**src/rtl/riscv_pkg.sv**
```systemverilog
// RV32I encoder shared types: instruction formats, opcodes, imm limits.
// Imported by the packer and the encoder top.
package riscv_pkg;

  typedef enum logic [2:0] {
    FMT_R = 3'd0,
    FMT_I = 3'd1,
    FMT_S = 3'd2,
    FMT_B = 3'd3,
    FMT_U = 3'd4,
    FMT_J = 3'd5
  } fmt_e;

  localparam logic [6:0] OP_LUI    = 7'h37;
  localparam logic [6:0] OP_JAL    = 7'h6F;
  localparam logic [6:0] OP_BRANCH = 7'h63;
  localparam logic [6:0] OP_STORE  = 7'h23;
  localparam logic [6:0] OP_IMM    = 7'h13;
  localparam logic [6:0] OP_REG    = 7'h33;

  localparam int IMM12_MIN = -2048;
  localparam int IMM12_MAX = 2047;
  localparam int IMMB_MIN  = -4096;
  localparam int IMMB_MAX  = 4094;
  localparam int IMMJ_MIN  = -1048576;
  localparam int IMMJ_MAX  = 1048574;

endpackage

```
**src/rtl/instr_pack.sv**
```systemverilog
// Combinational RV32I field-to-word packer.
// Illegal formats pack to an all-zero word.
module instr_pack
  import riscv_pkg::*;
(
  input  logic [2:0]  i_fmt,
  input  logic [6:0]  i_opcode,
  input  logic [4:0]  i_rd,
  input  logic [4:0]  i_rs1,
  input  logic [4:0]  i_rs2,
  input  logic [2:0]  i_funct3,
  input  logic [6:0]  i_funct7,
  input  logic [31:0] i_imm,
  output logic [31:0] o_word
);

  // Scatter immediate bits into the slots each format defines
  always_comb begin
    o_word = '0;
    case (i_fmt)
      FMT_R: o_word = {i_funct7, i_rs2, i_rs1,
                       i_funct3, i_rd, i_opcode};
      FMT_I: o_word = {i_imm[11:0], i_rs1,
                       i_funct3, i_rd, i_opcode};
      FMT_S: o_word = {i_imm[11:5], i_rs2, i_rs1,
                       i_funct3, i_imm[4:0], i_opcode};
      FMT_B: o_word = {i_imm[12], i_imm[10:5],
                       i_rs2, i_rs1, i_funct3,
                       i_imm[4:1], i_imm[11], i_opcode};
      FMT_U: o_word = {i_imm[31:12], i_rd, i_opcode};
      FMT_J: o_word = {i_imm[20], i_imm[10:1],
                       i_imm[11], i_imm[19:12],
                       i_rd, i_opcode};
      default: o_word = '0;
    endcase
  end

endmodule

```
**src/rtl/instruction_encoder.sv**
```systemverilog
// Two-stage RV32I instruction encoder with valid/ready on both sides.
// Define IMM_ENC_CHECK_EN to build in the immediate range checker.
module instruction_encoder
  import riscv_pkg::*;
#(
  parameter int CNT_W = 16
) (
  input  logic             clk_i,
  input  logic             rst_i,
  input  logic             in_valid_i,
  output logic             in_ready_o,
  input  logic [2:0]       fmt_i,
  input  logic [6:0]       opcode_i,
  input  logic [4:0]       rd_i,
  input  logic [4:0]       rs1_i,
  input  logic [4:0]       rs2_i,
  input  logic [2:0]       funct3_i,
  input  logic [6:0]       funct7_i,
  input  logic [31:0]      imm_i,
  output logic             out_valid_o,
  input  logic             out_ready_i,
  output logic [31:0]      instr_o,
  output logic             err_o,
  output logic [CNT_W-1:0] enc_cnt_o
);

  logic             r_s1_valid;
  logic [2:0]       r_s1_fmt;
  logic [6:0]       r_s1_op;
  logic [4:0]       r_s1_rd;
  logic [4:0]       r_s1_rs1;
  logic [4:0]       r_s1_rs2;
  logic [2:0]       r_s1_f3;
  logic [6:0]       r_s1_f7;
  logic [31:0]      r_s1_imm;
  logic             r_s1_err;
  logic             r_s2_valid;
  logic [31:0]      r_s2_instr;
  logic             r_s2_err;
  logic [CNT_W-1:0] r_cnt;

  logic        w_s2_load;
  logic        w_s1_adv;
  logic        w_s1_load;
  logic        w_in_hs;
  logic        w_in_err;
  logic [31:0] w_word;

  assign w_s2_load = !r_s2_valid || out_ready_i;
  assign w_s1_adv  = r_s1_valid && w_s2_load;
  assign w_s1_load = !r_s1_valid || w_s1_adv;
  assign w_in_hs   = in_valid_i && w_s1_load;

  assign in_ready_o  = w_s1_load;
  assign out_valid_o = r_s2_valid;
  assign instr_o     = r_s2_instr;
  assign err_o       = r_s2_err;
  assign enc_cnt_o   = r_cnt;

`ifdef IMM_ENC_CHECK_EN
  logic signed [31:0] w_imm_s;
  assign w_imm_s = $signed(imm_i);

  // Flag immediates that cannot be represented in the chosen format
  always_comb begin
    w_in_err = 1'b0;
    case (fmt_i)
      FMT_R: w_in_err = 1'b0;
      FMT_I, FMT_S:
        w_in_err = (w_imm_s < IMM12_MIN) ||
                   (w_imm_s > IMM12_MAX);
      FMT_B:
        w_in_err = (w_imm_s < IMMB_MIN) ||
                   (w_imm_s > IMMB_MAX) ||
                   imm_i[0];
      FMT_U: w_in_err = |imm_i[11:0];
      FMT_J:
        w_in_err = (w_imm_s < IMMJ_MIN) ||
                   (w_imm_s > IMMJ_MAX) ||
                   imm_i[0];
      default: w_in_err = 1'b1;
    endcase
  end
`else
  assign w_in_err = 1'b0;
`endif

  instr_pack u_pack (
    .i_fmt    (r_s1_fmt),
    .i_opcode (r_s1_op),
    .i_rd     (r_s1_rd),
    .i_rs1    (r_s1_rs1),
    .i_rs2    (r_s1_rs2),
    .i_funct3 (r_s1_f3),
    .i_funct7 (r_s1_f7),
    .i_imm    (r_s1_imm),
    .o_word   (w_word)
  );

  // S1: capture decoded fields and their error flag on handshake
  always_ff @(posedge clk_i or posedge rst_i) begin
    if (rst_i) begin
      r_s1_valid <= 1'b0;
      r_s1_fmt   <= '0;
      r_s1_op    <= '0;
      r_s1_rd    <= '0;
      r_s1_rs1   <= '0;
      r_s1_rs2   <= '0;
      r_s1_f3    <= '0;
      r_s1_f7    <= '0;
      r_s1_imm   <= '0;
      r_s1_err   <= 1'b0;
    end else begin
      if (w_s1_load) r_s1_valid <= in_valid_i;
      if (w_in_hs) begin
        r_s1_fmt <= fmt_i;
        r_s1_op  <= opcode_i;
        r_s1_rd  <= rd_i;
        r_s1_rs1 <= rs1_i;
        r_s1_rs2 <= rs2_i;
        r_s1_f3  <= funct3_i;
        r_s1_f7  <= funct7_i;
        r_s1_imm <= imm_i;
        r_s1_err <= w_in_err;
      end
    end
  end

  // S2: hold the packed word until downstream takes it
  always_ff @(posedge clk_i or posedge rst_i) begin
    if (rst_i) begin
      r_s2_valid <= 1'b0;
      r_s2_instr <= '0;
      r_s2_err   <= 1'b0;
    end else if (w_s2_load) begin
      r_s2_valid <= r_s1_valid;
      if (r_s1_valid) begin
        r_s2_instr <= w_word;
        r_s2_err   <= r_s1_err;
      end
    end
  end

  // Count every completed output handshake, errored or not
  always_ff @(posedge clk_i or posedge rst_i) begin
    if (rst_i) begin
      r_cnt <= '0;
    end else if (r_s2_valid && out_ready_i) begin
      r_cnt <= r_cnt + {{(CNT_W-1){1'b0}}, 1'b1};
    end
  end

endmodule

```
**config.mk**
```make
export PLATFORM = sky130hd
export DESIGN_NAME = instruction_encoder
export DESIGN_NICKNAME = d
export VERILOG_FILES = /design/src/rtl/riscv_pkg.sv /design/src/rtl/instr_pack.sv /design/src/rtl/instruction_encoder.sv
export SDC_FILE = /design/constraint.sdc
export NUM_CORES = 1
export LEC_CHECK = 0
export BUFFER_PORTS_ARGS = -buffer_cell sky130_fd_sc_hd__buf_2
export CORE_UTILIZATION = 50
export DETAILED_ROUTE_END_ITERATION = 8
export GPL_TIMING_DRIVEN = 0
export PLACE_DENSITY = 0.76
export SLEW_MARGIN = 20
export SYNTH_ARGS = -nofsm -noshare
export SYNTH_HDL_FRONTEND = slang
export SYNTH_SLANG_ARGS = --single-unit
```
**constraint.sdc**
```tcl
create_clock -name clk_i -period 5.2 [get_ports clk_i]
set_input_delay 0 -clock clk_i [delete_from_list [all_inputs] [get_ports clk_i]]
set_output_delay 0 -clock clk_i [all_outputs]
set_load 0.01 [all_outputs]
```
-- After elaboration in Yosys (flattened, before gate mapping)
Index checks and enable logic that the tools add are counted.
- bits in registers: 117
- latch bits: 0
- RAM bits: 0
- bits in read-only memories: 0
- input port bits: 71
- memories: 0
- add/subtract/negate cells: 1
- multiply operators: 0
- div/mod/pow operators: 0
- $lt $le $gt $ge: 0
- eq/ne operators: 5
- shifts and indexed selects: 0
- multiplexer cells: 1
- bitwise operators: 0
- reductions and logical operators: 9
- operators by type and width (operator ; number):
    32-bit one-hot mux with 6 select lines ; 1
    16-bit by 1-bit adder with 16-bit output (second input constant) ; 1
    3-bit by 2-bit equality test with 1-bit output (second input constant) ; 2
    3-bit equality test (second input constant) ; 2
    3-bit by 1-bit equality test with 1-bit output (second input constant) ; 1
    1-bit logical AND ; 3
    3-bit zero test ; 1
    1-bit zero test ; 2
    1-bit logical OR ; 2
    2-bit AND reduction ; 1

-- Logic depth before layout (Yosys ltp)
- depth after elaboration: 5
- depth in mapped cells: 6
- mapped depth without buffers: 5

-- Hierarchy
From an unflattened synthesis, not the netlist that was laid out.
- cells, all modules: 367
- area, all modules: 5047.3 sq um
- modules (own cells, without submodules) (module ; times used ; cells each ; area an instance (sq um) ; seq. area each (sq um)):
    instruction_encoder ; 1 ; 279 ; 4489.3 ; 2927.8
    instr_pack ; 1 ; 88 ; 558.0 ; 0.0

-- Worst setup path after synthesis
OpenSTA, ideal clock, no wires.
- path kind: flip-flop to flip-flop
- from: register r_s2_valid (netlist: out_valid_o)
- to: register r_s1_imm[0]
- setup time: 0.125 ns
- arrival: 1.478 ns
- required time: 5.075 ns
- path slack: 3.597 ns
- cell stages (with the launch flop): 6
- cell sequence: dfrtp_1 nand3b_1 nand2_1 buf_2 buf_4 mux2_2
- word-level cells in the longest chain between the ends: 5
- ends and longest elaborated chain (item ; RTL line ; RTL):
    from (decl) ; instruction_encoder.sv:37 ; logic r_s2_valid;
    from (signal assigned) ; instruction_encoder.sv:136 ; r_s2_valid <= r_s1_valid;
    1-bit zero test ; instruction_encoder.sv:49 ; assign w_s2_load = !r_s2_valid || out_ready_i;
    1-bit logical OR ; instruction_encoder.sv:49 ;
    1-bit logical AND ; instruction_encoder.sv:50 ; assign w_s1_adv = r_s1_valid && w_s2_load;
    1-bit logical OR ; instruction_encoder.sv:51 ; assign w_s1_load = !r_s1_valid || w_s1_adv;
    via in_ready_o ; instruction_encoder.sv:11 ; output logic in_ready_o,
    1-bit logical AND ; instruction_encoder.sv:52 ; assign w_in_hs = in_valid_i && w_s1_load;
    to (signal assigned) ; instruction_encoder.sv:123 ; r_s1_imm <= imm_i;
    to (decl) ; instruction_encoder.sv:35 ; logic [31:0] r_s1_imm;
The timed path passes the listed nets, and every way through them passes these cells.
A chain may end at the register's enable or synchronous reset.

-- Worst setup path after layout
- from: register r_s2_valid (netlist: out_valid_o)
- to: register r_s1_imm[14]
- word-level cells in the longest chain between the ends: 5
- ends and longest elaborated chain (item ; RTL line):
    1-bit zero test ; instruction_encoder.sv:49
    1-bit logical OR ; instruction_encoder.sv:49
    1-bit logical AND ; instruction_encoder.sv:50
    1-bit logical OR ; instruction_encoder.sv:51
    1-bit logical AND ; instruction_encoder.sv:52
No other way between the ends.

==> impl_metrics.py <==
metrics = {
    "outcome": {
        "outcome": "complete, no violations",
    },
    "clock_tree": {
        "h-tree-depth": 4,
        "postCtsResizedCells": 0,
        "cts_tree": "built",
        "path_clk_slew_ps": 60,
        "cts_made_buffers": 17,
        "root_buffer": "clkbuf_8",
        "cts_sinks": 117,
        "clk_latency_ps": 510,
        "cts_setup_buffers": 0,
        "clockBufferDepth": 2,
    },
    "finish": {
        "antenna_cells": 0,
        "n_fill_cell": 608,
        "final_common_cell": "buf_2",
        "mostFrequentLayoutCells": "buf_2, dfrtp_1, mux2_2, dlygate4sd3_1, nand2_1",
        "final_core_util_pct": 75.3,
        "layout-drive-gt1-share_pct": 41.0,
        "area_delta_synth_final_pct": 43.6,
        "fin_nets": 662,
    },
    "floorplan": {
        "ioPinCount": 122,
        "core_area_um2": 9370,
        "die_w_um": 101,
        "die_area_um2": 10200,
        "chipHeight_um": 101,
        "start_util_pct": 52.4,
        "fp-row-count": 35,
    },
    "global_routing": {
        "antenna_found_initial": 0,
        "grt.total_usage_pct": 27.1,
        "grt_pass1_vias": 4137,
        "grt_pass1_wl_um": 20600,
        "grt_max_degree": 65,
        "grt-ovfl-total": 0,
    },
    "routing": {
        "routed_wl_um": 13100,
        "dr.pass1.iters": 4,
        "drtIter0Drc": 220,
        "ant_nets": 0,
        "post-route-drc-count": 0,
        "vias_per_cell": 5.33,
        "vias": 3898,
        "routedWlPerCell_um": 17.8,
    },
    "logic_synthesis": {
        "syn-cell-area_um2": 4910,
        "synth_top_family_by_area": "multiplexers",
        "ys.flop_type": "dfrtp_1",
        "synth_fp_nets": 451,
        "synthMuxAreaShare_pct": 18.4,
        "ys_async_sr_fraction_pct": 100,
        "synth.ff_latch_count": 117,
        "yosysSeqAreaShare_pct": 59.6,
        "synth-simple-area-share_pct": 8.23,
        "synth-xor-area-share_pct": 2.85,
        "synthAdderAreaFrac_pct": 0.255,
        "synthCells": 379,
        "synth_compound_area_share_pct": 8.08,
        "synth_edf_count": 0,
        "ys_warn_count": 0,
        "synth.distinct_cells": 38,
        "synth.avg_cell_area_um2": 13.0,
    },
    "pwr": {
        "power_frac_comb_pct": 19.6,
        "p_int_w": 0.00222,
        "switching_power_w": 0.000833,
        "swShare_pct": 27.3,
        "p_seq_share_pct": 39.3,
        "powerDensity_nw_per_um2": 432,
        "leakage_nw": 3.30,
        "vdd_drop_max_v": 0.000275,
        "p_clk_share_pct": 41.1,
    },
    "timing": {
        "fmax_mhz": 560,
        "relSlewSlack_pct": 60.2,
        "setup_viol": 0,
        "rsz0062_at_grt": "false",
        "setup_tns_ps": 0,
        "hold_viol": 0,
        "slew_violations": 0,
        "holdWs_ps": 86.2,
        "fin_worst_skew_ps": 8.59,
        "fin_crit_sh_pct": 34.3,
        "min_period_ps": 1780,
        "tightest_slew_ps": 589,
        "fin_ws_ps": 3420,
    },
    "placement": {
        "preCtsSetupSlack_ps": 3430,
        "port_buffers": 120,
        "place_congestion": 0.790,
        "hpwl_um": 7990,
    },
    "setup_path": {
        "path_cells": "nand3b_1, nand2_1, buf_2, buf_4, mux2_2",
        "r2r_end": "r_s1_imm[14]$_DFFE_PP0P_",
        "cp-startpoint": "out_valid_o$_DFFE_PP0P_",
        "crit_fanout": 10,
        "criticalPathCategory": "register to register",
        "crit_arrival_ps": 2180,
        "critPathLaunchType": "register",
        "crit_family": "buffers and inverters",
        "cp_slowest_cell": "dfrtp_1",
        "path_buf_inv": 2,
        "slowest_delay_ps": 410,
        "rrSetupSlack_ps": 3420,
        "rr_startpoint": "out_valid_o$_DFFE_PP0P_",
        "critPathCaptureType": "register",
        "required_ps": 5590,
        "r2r_cells": 5,
    },
    "job": {
        "maxCapViolations": 0,
    },
    "min_path": {
        "hold_path.class": "input pin to asynchronous set/reset pin",
    },
}
[flip-flops by register name, summed over array words and instances, names as in the netlist]
register,flops
r_s1_valid,1
r_s1_f7,7
r_s1_rd,5
r_s1_f3,3
instr_o,32
r_s1_imm,32
r_s1_fmt,3
r_s1_op,7
r_s1_rs1,5
out_valid_o,1
r_s1_rs2,5
enc_cnt_o,16
[timing repair]
item                                    in CTS  in global routing
endpoints found under the setup margin       0                  0
endpoints found under the hold margin      189                  0
hold buffers                                71                  0
[worst max-delay path by stage]
stage | end | slack [ps] | depth (start not counted)
global route | r_s1_imm[14]$_DFFE_PP0P_ | 3300 | 5
finish | r_s1_imm[14]$_DFFE_PP0P_ | 3420 | 5
CTS | r_s1_imm[12]$_DFFE_PP0P_ | 3430 | 5
detailed placement | r_s1_imm[18]$_DFFE_PP0P_ | 3430 | 5
global placement | r_s1_op[0]$_DFFE_PP0P_ | 890 | 2
floorplan | enc_cnt_o[0]$_DFFE_PP0P_ | 2100 | 1
[cell type report]
type | instances | area [µm²] | share of cell area, %
Multi-Input combinational cell | 237 | 1860 | 26.4
Tap cell | 129 | 161 | 2.29
Clock buffer | 19 | 432 | 6.12
Inverter | 3 | 16.3 | 0.231
Buffer | 22 | 109 | 1.54
Sequential cell | 117 | 2930 | 41.5
Timing Repair Buffer | 192 | 1340 | 19.0
Clock inverter | 13 | 205 | 2.91
[per-stage QoR]
step | power [W] | instance area [µm²] | instances
2_1_floorplan | 0.00152 | 4910 | 379
3_3_place_gp | 0.00172 | 5670 | 628
3_5_place_dp | 0.00175 | 5710 | 629
4_1_cts | 0.00305 | 7050 | 732
5_1_grt | 0.00317 | 7050 | 732
6_report | 0.00305 | 7050 | 732
[worst register-to-register path, delay by kind of cell (launching register included)]
family | cells | cell delay [ps]
simple gates | 2 | 340
mux | 1 | 370
buf+inv | 2 | 550
flops | 1 | 410
[cells in the mapped netlist (all sizes together), types with 7 or more instances]
cell | number | area [µm²]
nor2 | 8 | 32.5
a22o | 7 | 61.3
clkbuf | 7 | 26.3
dfrtp | 117 | 2930
a21oi | 10 | 50.1
nor3b | 8 | 60.1
mux2 | 76 | 856
o21ai | 23 | 115
a22oi | 10 | 75.1
xnor2 | 10 | 87.6
buf | 15 | 82.6
nand2 | 31 | 116
[cells by family (layout without fill, tap and decap cells)]
logic type,count (synthesis),after routing
AOI/OAI and AO/OA,63,63
DFF,117,117
muxes,81,81
and+or+nand+nor,75,75
adders and majority gates,1,1
other,1,1
xor gates and xnor gates,16,16
buffers and inverters,25,249
[per-layer routing]
metal	global-route usage, %	vias up	part of all wire, %	wire [µm]
met5	0	-	0	0
met4	11.8	0	2.4	313
met3	7.35	30	5.9	770
met2	47.0	152	51	6680
met1	31.7	1946	41	5310
li1	-	1770	-	-
[power groups by stage]
stage / logic, W / registers, W / clock network, W
2_1_floorplan: 0.000302 / 0.00122 / 0
3_3_place_gp: 0.000522 / 0.00119 / 0
3_5_place_dp: 0.000545 / 0.00120 / 0
4_1_cts: 0.000592 / 0.00119 / 0.00126
5_1_grt: 0.000649 / 0.00121 / 0.00130
6_report: 0.000598 / 0.00120 / 0.00125
Power figures use the tool's default switching activity.
